--- src/rtl/sdr_read_data_path_if.sv ---
// Host read port bundle: FWFT FIFO head with valid/ready.
// master = data path side, slave = host side.
interface sdr_read_data_path_if #(
  parameter int DATA_WIDTH = 32
);
  logic [DATA_WIDTH-1:0] DOUT;
  logic                  DOUT_VALID;
  logic                  DOUT_READY;

  modport master (
    output DOUT,
    output DOUT_VALID,
    input  DOUT_READY
  );

  modport slave (
    input  DOUT,
    input  DOUT_VALID,
    output DOUT_READY
  );
endinterface

--- src/rtl/sdr_read_data_path.sv ---
// SDRAM read data path: CAS-latency token tracker, beat capture, FWFT FIFO.
// Ports: CLK, RESET_N (async low), RD_START/CAS_LAT/BURST_LEN from the
// command path, DQIN from the pins, host read port on the interface (DOUT,
// DOUT_VALID, DOUT_READY), status RD_DONE, BUSY, ERR_OVERLAP, OVERFLOW,
// FIFO_LEVEL. Define SDR_RD_REG_IN_EN to register DQIN before capture.
module sdr_read_data_path #(
  parameter int DATA_WIDTH = 32,
  parameter int FIFO_DEPTH = 8
) (
  input  logic                        CLK,
  input  logic                        RESET_N,
  input  logic                        RD_START,
  input  logic [1:0]                  CAS_LAT,
  input  logic [1:0]                  BURST_LEN,
  input  logic [DATA_WIDTH-1:0]       DQIN,
  sdr_read_data_path_if.master        host,
  output logic                        RD_DONE,
  output logic                        BUSY,
  output logic                        ERR_OVERLAP,
  output logic                        OVERFLOW,
  output logic [$clog2(FIFO_DEPTH):0] FIFO_LEVEL
);
  localparam int AW = $clog2(FIFO_DEPTH);

  logic [2:0]            tok_v;
  logic [3:0]            tok_bl [3];
  logic [3:0]            beat_cnt;
  logic [2:0]            space_cnt;
  logic [3:0]            bl_dec;
  logic                  start_ok;
  logic [1:0]            tap;
  logic                  load;
  logic [3:0]            load_bl;
  logic                  pend;
  logic                  capture;
  logic [DATA_WIDTH-1:0] cap_d;

  logic [AW:0]           wptr;
  logic [AW:0]           rptr;
  logic [DATA_WIDTH-1:0] mem [FIFO_DEPTH];
  logic                  empty;
  logic                  full;
  logic                  pop;
  logic                  push;

  assign bl_dec   = 4'd1 << BURST_LEN;
  assign start_ok = RD_START && (space_cnt == 3'd0);
  assign capture  = (beat_cnt != 4'd0);

`ifdef SDR_RD_REG_IN_EN
  logic [DATA_WIDTH-1:0] dq_q;

  always_ff @(posedge CLK or negedge RESET_N) begin
    if (!RESET_N) dq_q <= '0;
    else          dq_q <= DQIN;
  end

  assign cap_d = dq_q;
  // One extra stage of latency: load the counter one edge later.
  assign tap   = (CAS_LAT == 2'd3) ? 2'd2 : 2'd1;
`else
  assign cap_d = DQIN;
  assign tap   = (CAS_LAT == 2'd3) ? 2'd1 : 2'd0;
`endif

  always_comb begin
    load    = 1'b0;
    load_bl = 4'd0;
    pend    = 1'b0;
    unique case (tap)
      2'd0: begin
        load    = tok_v[0];
        load_bl = tok_bl[0];
        pend    = tok_v[0];
      end
      2'd1: begin
        load    = tok_v[1];
        load_bl = tok_bl[1];
        pend    = |tok_v[1:0];
      end
      default: begin
        load    = tok_v[2];
        load_bl = tok_bl[2];
        pend    = |tok_v;
      end
    endcase
  end

  assign BUSY = pend | capture;

  always_ff @(posedge CLK or negedge RESET_N) begin
    if (!RESET_N) begin
      tok_v  <= '0;
      tok_bl <= '{default: '0};
    end else begin
      tok_v     <= {tok_v[1:0], start_ok};
      tok_bl[0] <= bl_dec;
      tok_bl[1] <= tok_bl[0];
      tok_bl[2] <= tok_bl[1];
    end
  end

  // A reload on the last beat of the previous burst keeps the stream
  // gapless; that last beat still raises RD_DONE.
  always_ff @(posedge CLK or negedge RESET_N) begin
    if (!RESET_N) begin
      beat_cnt <= 4'd0;
      RD_DONE  <= 1'b0;
    end else begin
      RD_DONE <= capture && (beat_cnt == 4'd1);
      if (load)         beat_cnt <= load_bl;
      else if (capture) beat_cnt <= beat_cnt - 4'd1;
    end
  end

  always_ff @(posedge CLK or negedge RESET_N) begin
    if (!RESET_N) begin
      space_cnt   <= 3'd0;
      ERR_OVERLAP <= 1'b0;
    end else begin
      ERR_OVERLAP <= RD_START && !start_ok;
      if (start_ok)               space_cnt <= 3'(bl_dec - 4'd1);
      else if (space_cnt != 3'd0) space_cnt <= space_cnt - 3'd1;
    end
  end

  assign empty = (wptr == rptr);
  assign full  = (wptr[AW] != rptr[AW]) &&
                 (wptr[AW-1:0] == rptr[AW-1:0]);
  assign pop   = !empty && host.DOUT_READY;
  // At full a pop frees the head slot, which is the slot written here.
  assign push  = capture && (!full || pop);

  always_ff @(posedge CLK or negedge RESET_N) begin
    if (!RESET_N) begin
      wptr     <= '0;
      rptr     <= '0;
      OVERFLOW <= 1'b0;
    end else begin
      if (push) wptr <= wptr + 1'b1;
      if (pop)  rptr <= rptr + 1'b1;
      if (capture && full && !pop) OVERFLOW <= 1'b1;
    end
  end

  always_ff @(posedge CLK) begin
    if (push) mem[wptr[AW-1:0]] <= cap_d;
  end

  assign host.DOUT       = empty ? '0 : mem[rptr[AW-1:0]];
  assign host.DOUT_VALID = !empty;
  assign FIFO_LEVEL      = wptr - rptr;
endmodule

--- src/flat_wrapper.sv ---
// flat-port wrapper written by rule: the top's interface ports become plain ports
module sdr_read_data_path_flat 
#(
  parameter int DATA_WIDTH = 32,
  parameter int FIFO_DEPTH = 8
)
  (CLK, RESET_N, RD_START, CAS_LAT, BURST_LEN, DQIN, RD_DONE, BUSY, ERR_OVERLAP, OVERFLOW, FIFO_LEVEL, host_DOUT, host_DOUT_VALID, host_DOUT_READY);
  sdr_read_data_path_if #(.DATA_WIDTH(DATA_WIDTH)) host_i ();
  input  logic CLK;
  input  logic RESET_N;
  input  logic RD_START;
  input  logic [1:0] CAS_LAT;
  input  logic [1:0] BURST_LEN;
  input  logic [DATA_WIDTH-1:0] DQIN;
  output logic RD_DONE;
  output logic BUSY;
  output logic ERR_OVERLAP;
  output logic OVERFLOW;
  output logic [$clog2(FIFO_DEPTH):0] FIFO_LEVEL;
  output wire logic [$bits(host_i.DOUT)-1:0] host_DOUT;
  output wire logic [$bits(host_i.DOUT_VALID)-1:0] host_DOUT_VALID;
  input wire logic [$bits(host_i.DOUT_READY)-1:0] host_DOUT_READY;
  assign host_DOUT = host_i.DOUT;
  assign host_DOUT_VALID = host_i.DOUT_VALID;
  assign host_i.DOUT_READY = host_DOUT_READY;
  sdr_read_data_path #(.DATA_WIDTH(DATA_WIDTH), .FIFO_DEPTH(FIFO_DEPTH)) u_core (.CLK(CLK), .RESET_N(RESET_N), .RD_START(RD_START), .CAS_LAT(CAS_LAT), .BURST_LEN(BURST_LEN), .DQIN(DQIN), .host(host_i), .RD_DONE(RD_DONE), .BUSY(BUSY), .ERR_OVERLAP(ERR_OVERLAP), .OVERFLOW(OVERFLOW), .FIFO_LEVEL(FIFO_LEVEL));
endmodule
--- config.mk ---
export PLATFORM = sky130hd
export DESIGN_NAME = sdr_read_data_path_flat
export DESIGN_NICKNAME = d
export VERILOG_FILES = /design/src/rtl/sdr_read_data_path_if.sv /design/src/rtl/sdr_read_data_path.sv /design/src/flat_wrapper.sv
export SDC_FILE = /design/constraint.sdc
export NUM_CORES = 1
export LEC_CHECK = 0
export CORE_MARGIN = 1.5
export CORE_UTILIZATION = 46
export DETAILED_ROUTE_END_ITERATION = 8
export DONT_BUFFER_PORTS = 1
export SETUP_SLACK_MARGIN = 0.5
export SLEW_MARGIN = 20
export SYNTH_ARGS = -nofsm -noshare
export SYNTH_HDL_FRONTEND = slang
export SYNTH_SLANG_ARGS = --single-unit
--- constraint.sdc ---
create_clock -name CLK -period 4.8 [get_ports CLK]
set_clock_uncertainty 0.15 [all_clocks]
set_input_delay 0 -clock CLK [delete_from_list [all_inputs] [get_ports CLK]]
set_output_delay 0 -clock CLK [all_outputs]
set_load 0.005 [all_outputs]
* Yosys cells after proc, flatten, opt, wreduce, memory -nomap -nowiden
Memory sizes are Yosys's and may differ from the RTL's.
Index checks and enable logic that the tools add are counted.
** Operators by class
- Divide/modulo/power cells :: 0
- Reductions and logical operators :: 21
- Equality and inequality tests :: 6
- Mux-type cells :: 11
- Multiply operators :: 0
- $lt $le $gt $ge :: 0
- Add/sub/neg operators :: 6
- Shift operators :: 1
- Bitwise logic cells :: 1
** Operators with widths (number)
- 2-to-1 mux 32 bit :: 1
- adder 4 x 1 -> 4 bit, second input constant :: 2
- logical AND 1 bit :: 8
- 2-to-1 mux 4 bit :: 2
- one-hot mux 4 bit (2 select lines) :: 1
- 2-to-1 mux 3 bit :: 2
- subtractor 3 x 1 -> 3 bit, second input constant :: 2
- == test 4 x 1 -> 1 bit, second input constant :: 1
- == test 4 bit :: 1
- logical NOT 1 bit :: 4
- one-hot mux 1 bit (2 select lines) :: 2
- nonzero test 2 bit :: 2
- nonzero test 4 bit :: 1
- left shift 1 x 2 -> 4 bit, first input constant :: 1
- subtractor 4 x 1 -> 4 bit, second input constant :: 1
- subtractor 4 bit :: 1
- == test 3 bit :: 1
- logical NOT 3 bit :: 1
- 2-to-1 mux 1 bit :: 3
- nonzero test 3 bit :: 1
- OR reduction 3 bit :: 1
- == test 2 x 1 -> 1 bit, second input constant :: 1
- == test 2 bit, second input constant :: 1
- logical NOT 2 bit :: 1
- 4 further kinds :: 4
** Storage, ports and cells
- Latch bits :: 0
- Input port bits :: 40
- ROM bits :: 0
- Output and inout bits :: 41
- Memories kept :: 1
- Flip-flop bits (word level) :: 33
- RAM bits :: 256
** Memory list
- u_core.mem :: words 8, bits a word 32, read ports 1, clocked after Yosys merged registers in 0, write ports 1, RTL line sdr_read_data_path.sv:40 : logic [DATA_WIDTH-1:0] mem [FIFO_DEPTH];

* Longest topological paths before layout
Gate-level depths: netlist of the first run.
- Word-level depth :: 7
- Mapped depth :: 7
- Mapped depth without buffers :: 6

* Least setup slack after synthesis of the first run
Ideal clock, no wire load.
- Path kind :: register to register
- From :: register u_core.wptr[0]
- To :: memory u_core.mem[0][0] (enable)
- Clock period less this slack :: 4.893 ns
- Path buffers :: 0
- Cell stages (with the launch flop) :: 6
- Path slack :: -0.093 ns
- Arrival time :: 4.242 ns
- Library setup time :: 0.502 ns
- Data required time :: 4.148 ns
- Path through :: dfrtp_1 > inv_1 > ha_1 > nand3_1 > o31ai_1 > nor4_1
** On the way
- Longest elaborated chain between the ends :: 7
- Elaborated cells between the ends (all ways) :: 10
** RTL lines
- from (decl) :: RTL line sdr_read_data_path.sv:38 : logic [AW:0] wptr;
- from (signal assigned) :: RTL line sdr_read_data_path.sv:140 : if (push) wptr <= wptr + 1'b1;
- == test 4 bit or == test 3 bit (tied branches) :: RTL line sdr_read_data_path.sv:127, sdr_read_data_path.sv:129
- logical NOT 1 bit or logical AND 1 bit (tied branches) :: RTL line sdr_read_data_path.sv:130, sdr_read_data_path.sv:128
- logical AND 1 bit or logical NOT 1 bit (tied branches) :: RTL line sdr_read_data_path.sv:130, sdr_read_data_path.sv:132
- logical OR 1 bit :: RTL line sdr_read_data_path.sv:132 : assign push = capture && (!full || pop);
- logical AND 1 bit :: RTL line sdr_read_data_path.sv:132
- 2-to-1 mux 1 bit :: RTL line sdr_read_data_path.sv:147 : if (push) mem[wptr[AW-1:0]] <= cap_d;
- 2-to-1 mux 1 bit (not written as such) :: RTL line sdr_read_data_path.sv:147
- to (decl) :: RTL line sdr_read_data_path.sv:40
Parallel ways exist; a longest one is shown, timed or not.

* Final worst setup path of the first run
- From :: register u_core.rptr[0]
- To :: output port host_DOUT[12]
** On the way
- Longest elaborated chain between the ends :: 2
- Elaborated cells between the ends (all ways) :: 3
** RTL lines
- from (decl) :: RTL line sdr_read_data_path.sv:39 : logic [AW:0] rptr;
- from (signal assigned) :: RTL line sdr_read_data_path.sv:141 : if (pop) rptr <= rptr + 1'b1;
- memory (8 x 32 bit) or == test 4 bit (tied branches)
- 2-to-1 mux 32 bit * :: RTL line sdr_read_data_path.sv:150 : assign host.DOUT = empty ? '0 : mem[rptr[AW-1:0]];
- to (decl) :: RTL line flat_wrapper.sv:20 : output wire logic [$bits(host_i.DOUT)-1:0] host_DOUT;
Mark *: on every way between the ends. The rest lies on a longest branch, timed or not.

==> flow_summary.yaml, run 1 <==
outcome:
  outcome: "finished clean"
yosys:
  ys_ff_latch: 284
  syn-cell-area_um2: 11500
  synth_area_leader_cell: "edfxtp_1"
  postSynthAreaPerCell_um2: 17.7
  seq_area_frac_synth: 0.730
  synth_top_area_frac: 0.669
  yosysWarnings: 0
  synth_cell_types: 44
  synthTopCellsByArea: "edfxtp_1 (67%), mux2i_1 (11%), dfrtp_1 (6.1%), a221oi_2 (4.1%), a22oi_1 (2.2%)"
  synth_edf_count: 256
  async_reset_ff_frac: 0.0986
  netlist_instances: 649
  syn-num-nets: 699
  ys.flop_type: "edfxtp_1"
timing:
  finalSetupTns_ns: 0
  holdWs_ns: 0.0454
  relSlewSlack: 0.307
  finalSetupViolations: 0
  hold_violations: 0
  slew_violations: 0
  max_freq_ghz: 0.276
  tightest_slew_ns: 1.04
  layout_min_cycle_time_ns: 3.63
  min_period_over_period: 0.756
  rsz0062_at_grt: "no"
pwr:
  combinationalPowerShare: 0.362
  p_per_area_nw_per_um2: 679
  irDropWorstVdd_uv: 345
  p_clk_frac: 0.221
  switchingPower_uw: 3160
  power.total_uw: 8980
  p_seq_frac: 0.417
  netSwitchingFraction: 0.352
  intPower_uw: 5820
  leakage_uw: 0.00488
detailed_routing:
  postRouteAntennaNets: 0
  drt_iter0_markers: 347
  wirelength_um: 23100
  drc_errors: 0
  via_count: 5771
  dr.pass1.iters: 6
  via_per_inst: 5.47
  routedWlPerCell_um: 21.9
die:
  start_util: 0.471
  rows: 57
  die_area_um2: 25900
  die_x_um: 161
  coreArea_um2: 24400
  pin_count: 81
  dieHeight_um: 161
final_layout:
  nNetsFinal: 760
  syn2layout_area_growth_pct: 15.1
  stdcell_area_um2: 13200
  fin_util: 0.542
  drive_gt1_frac: 0.138
clock_tree:
  cts_buffer_depth: 3
  cts_sinks: 284
  cts-root-buf: "clkbuf_16"
  path_clk_slew_ns: 0.06
  cts_tree: "built"
  insertion_delay_ns: 0.54
  cts_buffers: 28
  htreeDepth: 1
  post_cts_resized: 0
  cts_setup_buffers: 0
  ctsHoldBuffers: 46
critical_path:
  crit_type: "flop to output port"
  worst_path_largest_cell_delay_ns: 0.79
  cpMostUsedCell: "buf_4"
  crit_path_top_delay_cell: "buf_4"
  cp_cell_sequence: "buf_4 -> buf_16 -> buf_4 -> mux2i_1 -> a22oi_1 -> nand2_1 -> a221oi_2"
  arrival_ns: 3.48
  startpoint_type: "flop"
  end_kind: "output port"
  required_ns: 4.65
  cp_max_fo: 58
min_path:
  min_path_type: "primary input to flop"
grt:
  grt.total_usage: 0.180
  grt_remaining_overflow: 0
  grt_max_degree: 65
  grt_pass1_vias: 6159
  grt_pass1_wl_um: 35800
  antenna_found_initial: 1
placement:
  io_buffer_count: 0
  hpwl_um: 13100
  gp_congestion: 0.779
  place_area_um2: 11900
job:
  cap_violations: 0
[final timing paths]
path	slack (ns)	cells past startpoint	endpoint	from
worst max-delay path	1.17	7	host_DOUT[12]	u_core.rptr[0]
worst min-delay path	0.05	2	u_core.tok_bl[9]	BURST_LEN[1]
worst max register to register	1.56	7	u_core.mem[5][12]	u_core.wptr[0]
worst min register to register	0.22	0	u_core.tok_bl[7]	u_core.tok_bl[11]
max in group asynchronous	3.96	4	u_core.rptr[0]	RESET_N
min in group asynchronous	0.37	4	u_core.tok_bl[4]	RESET_N
[power groups by stage]
stage / Combinational, uW / Clock [uW] / Sequential [uW]
finish: 3250 / 1990 / 3740
global route: 3570 / 2120 / 3800
CTS: 3320 / 2030 / 3740
detailed placement: 3230 / 0 / 3790
global placement: 3150 / 0 / 3760
floorplan: 2420 / 0 / 3710
[cells in the mapped netlist, types with 2 or more instances]
cell type	count
nor3_1	6
a21oi_1	7
xnor2_1	9
clkbuf_4	2
nor3b_1	2
clkbuf_1	4
buf_4	7
mux2i_1	130
nor2b_1	3
buf_8	5
o21ai_0	7
nand3_1	5
a221oi_2	31
inv_1	12
and2_1	3
ha_1	9
nand4_4	2
a22oi_1	33
buf_6	2
dfrtp_1	28
nand2_1	41
edfxtp_1	256
nor2_1	12
buf_2	13
[critical path: cells and delay by family, from the launching register on]
kind,cells,cell delay (ns)
buffers and inverters,3,1.51
flip-flops,1,0.54
AO/OA/AOI/OAI,2,0.50
multiplexers,1,0.18
AND/OR/NAND/NOR,1,0.09
[placed cells by master, fill, tap and decap left out, types with 12 or more instances in the layout]
cell           instances
buf_4                 15
nand2_1               41
a22oi_1               33
dlygate4sd3_1         44
edfxtp_1             256
inv_1                 12
mux2i_1              130
clkbuf_16             29
a221oi_2              31
dfrtp_1               27
[registers in the layout (all words and copies together) (netlist names)]
| name | count |
|---|---|
| u_core.beat_cnt | 4 |
| u_core.tok_bl | 8 |
| u_core.ERR_OVERLAP | 1 |
| u_core.OVERFLOW | 1 |
| u_core.rptr | 4 |
| u_core.mem | 256 |
| u_core.wptr | 4 |
| u_core.RD_DONE | 1 |
| u_core.space_cnt | 3 |
| u_core.tok_v | 2 |
[per-stage QoR]
| step | setup slack, ns | instances |
|---|---|---|
| 2_1_floorplan | 0.660 | 649 |
| 3_3_place_gp | 1.43 | 956 |
| 4_1_cts | 0.845 | 1052 |
| 6_report | 1.17 | 1055 |
| 5_1_grt | 0.950 | 1055 |
| 3_5_place_dp | 1.42 | 956 |
[area by class of cell]
cell class / count / area (um^2)
fill: 1966 / 11200
sequential: 284 / 8390
multi-input combinational: 320 / 2890
clock buffer: 36 / 752
timing repair buffer: 64 / 652
tap: 324 / 405
clock inverter: 14 / 83.8
inverter: 12 / 45.0
antenna: 1 / 2.50
[cells by family after synthesis]
kind of cell	count (synthesis)	share of synthesized area
adders and majority gates	10	0.0115
AOI/OAI and AO/OA	86	0.0746
muxes	131	0.114
DFF	284	0.730
and+or+nand+nor	82	0.0355
xor gates and xnor gates	11	0.00904
buffers and inverters	45	0.0253
[per-layer routing]
| layer | vias to the layer above | wire, um | global-route usage |
|---|---|---|---|
| li1 | 2681 | - | - |
| met1 | 2937 | 9690 | 0.231 |
| met2 | 123 | 11800 | 0.317 |
| met3 | 30 | 1170 | 0.0354 |
| met4 | 0 | 444 | 0.0396 |
| met5 | - | 0 | 0 |
No activity file was read; power rests on OpenSTA's default activity.
==> run 2: changes to the inputs <==
- ABC_AREA: unset -> 1
- clock period: 4.8 -> 3.05 ns (I/O delays scaled with it)
==> run 2 against run 1 <==
Net effect: clock-buffer cell count rose by 8; cell count is 31% higher; die area rose by 0.90%; via count increased by 27%; routed wire length grew 13%; highest routed layer unchanged; sequential share of layout area fell by 1.8 points; worst hold slack worse by 0.018 ns; synthesized area grew 0.91%; first-iteration DRC count is 60% higher; worst setup slack got worse by 0.56 ns; critical path depth rose by 1; critical endpoint is now u_core.mem[2][1].
==> flow_summary.yaml, run 2 <==
yosys:
  syn-num-nets: 1037
  seq_area_frac_synth: 0.723
  synthTopCellsByCount: "edfxtp_1 (256), nor2_1 (214), nand2_1 (160), o21ai_0 (91), o21ai_1 (46)"
  synth_cell_types: 32
  netlist_instances: 987
  synth_most_common_cell: "edfxtp_1"
  syn-cell-area_um2: 11600
  ys.flop_type: "edfxtp_1"
  ys_ff_latch: 284
  postSynthAreaPerCell_um2: 11.8
  async_reset_ff_frac: 0.0986
  yosysWarnings: 0
  synthTopCellsByArea: "edfxtp_1 (66%), nor2_1 (6.9%), dfrtp_1 (6.0%), nand2_1 (5.2%), o21ai_0 (3.9%)"
  synth_area_leader_cell: "edfxtp_1"
  synth_top_area_frac: 0.663
  synth_edf_count: 256
die:
  coreArea_um2: 24500
  die_x_um: 162
  pin_count: 81
  dieHeight_um: 162
  start_util: 0.473
  die_area_um2: 26200
  rows: 57
clock_tree:
  htreeDepth: 1
  cts-root-buf: "clkbuf_16"
  cts_sinks: 284
  insertion_delay_ns: 0.55
  cts_tree: "built"
  cts_buffers: 29
  path_clk_slew_ns: 0.06
  cts_buffer_depth: 3
critical_path:
  crit_type: "flop to flop"
  rr_startpoint: "u_core.wptr[0]"
  arrival_ns: 2.49
  startpoint_type: "flop"
  cp_max_fo: 21
  end_kind: "flop"
  crit_path_top_delay_cell: "dfrtp_1"
  crit_family: "buffers and inverters"
  crit_start: "u_core.wptr[0]"
  cp_cell_sequence: "inv_2 -> ha_1 -> inv_1 -> nor2_4 -> nand3_4 -> nand3_2 -> nor2_4 -> buf_4"
  worst_path_largest_cell_delay_ns: 0.42
  required_ns: 3.10
  cp_num_buf_inv: 3
  cpMostUsedCell: "nor2_4"
timing:
  finalSetupTns_ns: 0
  hold_violations: 0
  layout_min_cycle_time_ns: 2.44
  setup_ws_ns: 0.611
  tightest_slew_ns: 0.612
  max_freq_ghz: 0.410
  rsz0062_at_grt: "yes"
  slew_violations: 0
  finalSetupViolations: 0
  holdWs_ns: 0.0271
  min_period_over_period: 0.800
  relSlewSlack: 0.592
detailed_routing:
  drt_iter0_markers: 554
  routedWlPerCell_um: 18.8
  dr.pass1.iters: 5
  wirelength_um: 26000
  postRouteAntennaNets: 0
  via_count: 7301
  via_per_inst: 5.26
  drc_errors: 0
grt:
  grtUsageMet3: 0.0327
  grt_pass1_vias: 7099
  antenna_found_initial: 2
  met2_usage: 0.334
  grt.met1_usage: 0.277
  grt.total_usage: 0.200
  grt_pass1_wl_um: 40200
  grt_remaining_overflow: 0
  grt_max_degree: 68
  grt.busiest_layer: "met2"
outcome:
  outcome: "finished clean"
final_layout:
  largest_register_ffs: 256
  final_common_cell: "edfxtp_1"
  fillers: 2026
  fin_cells: 1387
  layout_common_cells: "edfxtp_1 (256), nor2_1 (206), nand2_1 (159)"
  drive_gt1_frac: 0.0895
  nNetsFinal: 1089
  fin_util: 0.555
  syn2layout_area_growth_pct: 17.3
min_path:
  hp-start: "BURST_LEN[0]"
  min_path_type: "primary input to flop"
pwr:
  switchingPower_uw: 5520
  p_per_area_nw_per_um2: 1080
  netSwitchingFraction: 0.376
  leakage_uw: 0.00503
  p_clk_frac: 0.226
  p_seq_frac: 0.392
  intPower_uw: 9160
  irDropWorstVdd_uv: 616
  combinationalPowerShare: 0.381
placement:
  dp.cells: 1284
  io_buffer_count: 0
  gp_congestion: 0.728
  dp_slack_ns: 0.294
  hpwl_um: 13800
job:
  cap_violations: 0
==> run 2: changes by cell type after synthesis, sizes merged, moves of 33 or more <==
cell / delta
nand2: +120
nand3: +35
a22oi: -33
a21oi: +33
nor2: +202
mux2i: -130
o21ai: +131
==> run 2: cells by family (layout without fill, tap and decap cells) <==
logic type | Yosys count | in the layout | share of synthesized area
XOR/XNOR | 10 | 10 | 0.00755
adder cells (fa/ha/maj) | 10 | 10 | 0.0114
AND/OR/NAND/NOR | 422 | 422 | 0.143
other | 0 | 2 | 0
AO/OA/AOI/OAI | 184 | 184 | 0.0809
buffers and inverters | 77 | 151 | 0.0338
flip-flops | 284 | 284 | 0.723
==> run 2: area by class of cell <==
type / count / area (um^2) / share of cell area
inverters: 24 / 103 / 0.00754
repair buffers: 74 / 847 / 0.0623
well taps: 324 / 405 / 0.0298
clock buffers: 44 / 822 / 0.0604
flip-flops and latches: 284 / 8390 / 0.617
clock inverters: 9 / 73.8 / 0.00543
diodes: 2 / 5.00 / 0.000368
multi-input cells: 626 / 2960 / 0.217
==> run 2: power by group through the flow <==
stage | sequential [uW] | combinational, uW | clock (uW)
floorplan | 5760 | 3840 | 0
global placement | 5800 | 5210 | 0
detailed placement | 5830 | 5270 | 0
CTS | 5760 | 5620 | 3400
global route | 5840 | 6260 | 3530
finish | 5760 | 5590 | 3320
==> run 2: tightest hold or removal path, stage by stage <==
cell and delay (ns):
dlygate4sd3_1 0.58, nand2_1 0.07, inv_1 0.03
==> run 2: stage by stage <==
step,area (um^2),power (uW)
after floorplan,11700,9600
after global placement,12100,11000
after detailed placement,12100,11100
after CTS,13600,14800
after global routing,13600,15600
final,13600,14700
==> run 2: final timing paths <==
path                                      to  slack, ns  cells past startpoint
setup / recovery            u_core.mem[2][1]       0.61                      8
hold / removal             u_core.tok_bl[11]       0.03                      3
setup reg to reg            u_core.mem[2][1]       0.61                      8
hold reg to reg             u_core.tok_bl[6]       0.22                      0
max in group asynchronous     u_core.rptr[0]       2.19                      4
min in group asynchronous     u_core.wptr[2]       0.37                      4
==> run 2: per-layer routing <==
layer  wire length, um  up-vias  share of wire
li1                  -     3536              -
met1             11800     3550           0.45
met2             12300      179           0.47
met3              1470       36          0.056
met4               499        0          0.019
met5                 0        -              0
==> run 2: what timing repair did <==
item / CTS / global route
resized for setup: 11 / 10
endpoints found under the setup margin: 151 / 39
hold buffers: 45 / 0
pin swaps: 0 / 2
setup buffers: 0 / 1
cloned: 2 / 0
hold endpoints to repair: 316 / 0
==> run 3: changes to the inputs <==
- clock period: 3.05 -> 2.4 ns (I/O delays scaled with it)
==> run 3 against run 2 <==
Net effect: final area is 11% higher; routed wire length grew 17%; worst setup slack worse by 0.49 ns; via count is 8.6% higher; worst hold slack better by 0.012 ns; largest cell class unchanged; critical path type is now flop to output port; die area did not move; sequential share of layout area is 6.3 points lower; combinational power increased by 86%; sequential cell count stayed put; register-to-register slack got worse by 0.49 ns; total power is 53% higher.
==> flow_summary.yaml, run 3 (synthesis gave the netlist of run 2 again) <==
outcome:
  outcome: "finished clean"
grt:
  grt_pass1_vias: 7502
  grt_max_degree: 66
  grt.total_usage: 0.222
  grt_pass1_wl_um: 43700
  antenna_found_initial: 2
  grt_remaining_overflow: 0
detailed_routing:
  dr.pass1.iters: 5
  routedWlPerCell_um: 21.2
  postRouteAntennaNets: 0
  via_per_inst: 5.49
  wirelength_um: 30500
  drt_iter0_markers: 638
  drc_errors: 0
  via_count: 7930
die:
  start_util: 0.473
  pin_count: 81
  rows: 57
  dieHeight_um: 162
  coreArea_um2: 24500
  die_x_um: 162
  die_area_um2: 26200
final_layout:
  final_common_cell: "edfxtp_1"
  largest_register_ffs: 256
  fin_cells: 1444
  layout_common_cells: "edfxtp_1 (256), nor2_1 (168), nand2_1 (125)"
  syn2layout_area_growth_pct: 30.7
  stdcell_area_um2: 15200
  nNetsFinal: 1144
  drive_gt1_frac: 0.216
pwr:
  power.total_uw: 22500
  p_per_area_nw_per_um2: 1480
  irDropWorstVdd_uv: 894
  leakage_uw: 0.00561
critical_path:
  cp_max_fo: 33
  crit_type: "flop to output port"
  arrival_ns: 2.12
  startpoint_type: "flop"
  reg2reg_slack_ns: 0.13
  r2r-end: "u_core.mem[3][17]"
  required_ns: 2.25
  end_kind: "output port"
  r2r_cells: 9
  rr_startpoint: "u_core.rptr[0]"
clock_tree:
  path_clk_slew_ns: 0.06
  insertion_delay_ns: 0.55
  cts_tree: "built"
  cts_sinks: 284
  htreeDepth: 1
  cts-root-buf: "clkbuf_16"
  cts_buffers: 30
  cts_buffer_depth: 3
placement:
  place_area_um2: 12200
  io_buffer_count: 0
  dp.cells: 1289
  gp_congestion: 0.762
  hpwl_um: 14100
  dp_slack_ns: 0.186
timing:
  tightest_slew_ns: 0.505
  max_freq_ghz: 0.440
  setup_ws_ns: 0.126
  finalSetupViolations: 0
  relSlewSlack: 0.663
  rsz0062_at_grt: "yes"
  slew_violations: 0
  layout_min_cycle_time_ns: 2.27
  min_period_over_period: 0.948
  hold_violations: 0
min_path:
  min_path_type: "primary input to flop"
  hp-start: "BURST_LEN[1]"
  hold_end: "u_core.tok_bl[11]"
  min_path_cells: 3
job:
  cap_violations: 0
## run 3: cell types whose count changed in the layout (fill, tap and decap cells not counted), moves of 6 or more
cell,before,now
nand2_1,159,125
nor2_4,6,14
o21ai_1,47,56
buf_16,2,13
buf_4,17,28
buf_12,6,18
o21ai_0,90,81
nor2_2,2,32
nand2_2,0,6
nand2_4,1,28
nor2_1,206,168
clkbuf_16,29,40
buf_6,3,9
## run 3: timing repair
action                                 4_1_cts  5_1_grt
buffers inserted                            10       19
gates resized for setup                    101       90
endpoints found under the hold margin      307        0
hold buffers                                46        0
gates cloned                                11       11
setup endpoints to repair                  293      298
pin swaps                                   19       37
## run 3: report_power, final
group	switching [uW]	internal, uW
registers	417	6930
logic	6210	4200
clock network	1850	2890
## run 3: cell type report
class	instances	area [um^2]
diodes	2	5.00
clock buffers	38	802
clock inverters	18	218
fillers	1895	9380
inverters	24	115
multi-input cells	626	3380
flip-flops and latches	284	8400
well taps	324	405
repair buffers	128	1840
## run 3: worst max-delay path by stage
stage	endpoint	slack, ns	start	depth (start not counted)
2_1_floorplan	u_core.mem[1][0]	-0.30	u_core.rptr[1]	9
3_3_place_gp	u_core.mem[0][7]	0.23	u_core.rptr[0]	8
3_5_place_dp	u_core.mem[2][20]	0.19	u_core.rptr[0]	8
4_1_cts	host_DOUT[12]	0.15	u_core.rptr[0]	8
5_1_grt	host_DOUT[23]	0.06	u_core.rptr[0]	8
6_report	host_DOUT[23]	0.13	u_core.rptr[0]	8
## run 3: stage by stage
stage | TNS, ns | hold slack, ns | util
3_3_place_gp | 0 | -0.445 | 0.499
2_1_floorplan | -57.42 | -0.446 | -
5_1_grt | 0 | 0.0502 | 0.618
4_1_cts | 0 | 0.00333 | 0.590
6_report | 0 | 0.0391 | 0.618
3_5_place_dp | 0 | -0.445 | 0.499
## run 3: critical path, cell delays in order (launching register included)
cell	delay [ns]
dfrtp_4	0.53
buf_8	0.18
buf_16	0.19
nor2_1	0.13
nor2_1	0.04
o21ai_1	0.10
nand3_1	0.21
nand2_4	0.14
nor2_2	0.05
## run 3: layer usage
layer	vias up	global-route usage	share of wire	routed length [um]
met2	265	0.380	0.50	15300
li1	3682	-	-	-
met1	3926	0.288	0.40	12300
met5	-	0	0	0
met3	57	0.0416	0.069	2100
met4	0	0.0667	0.027	828
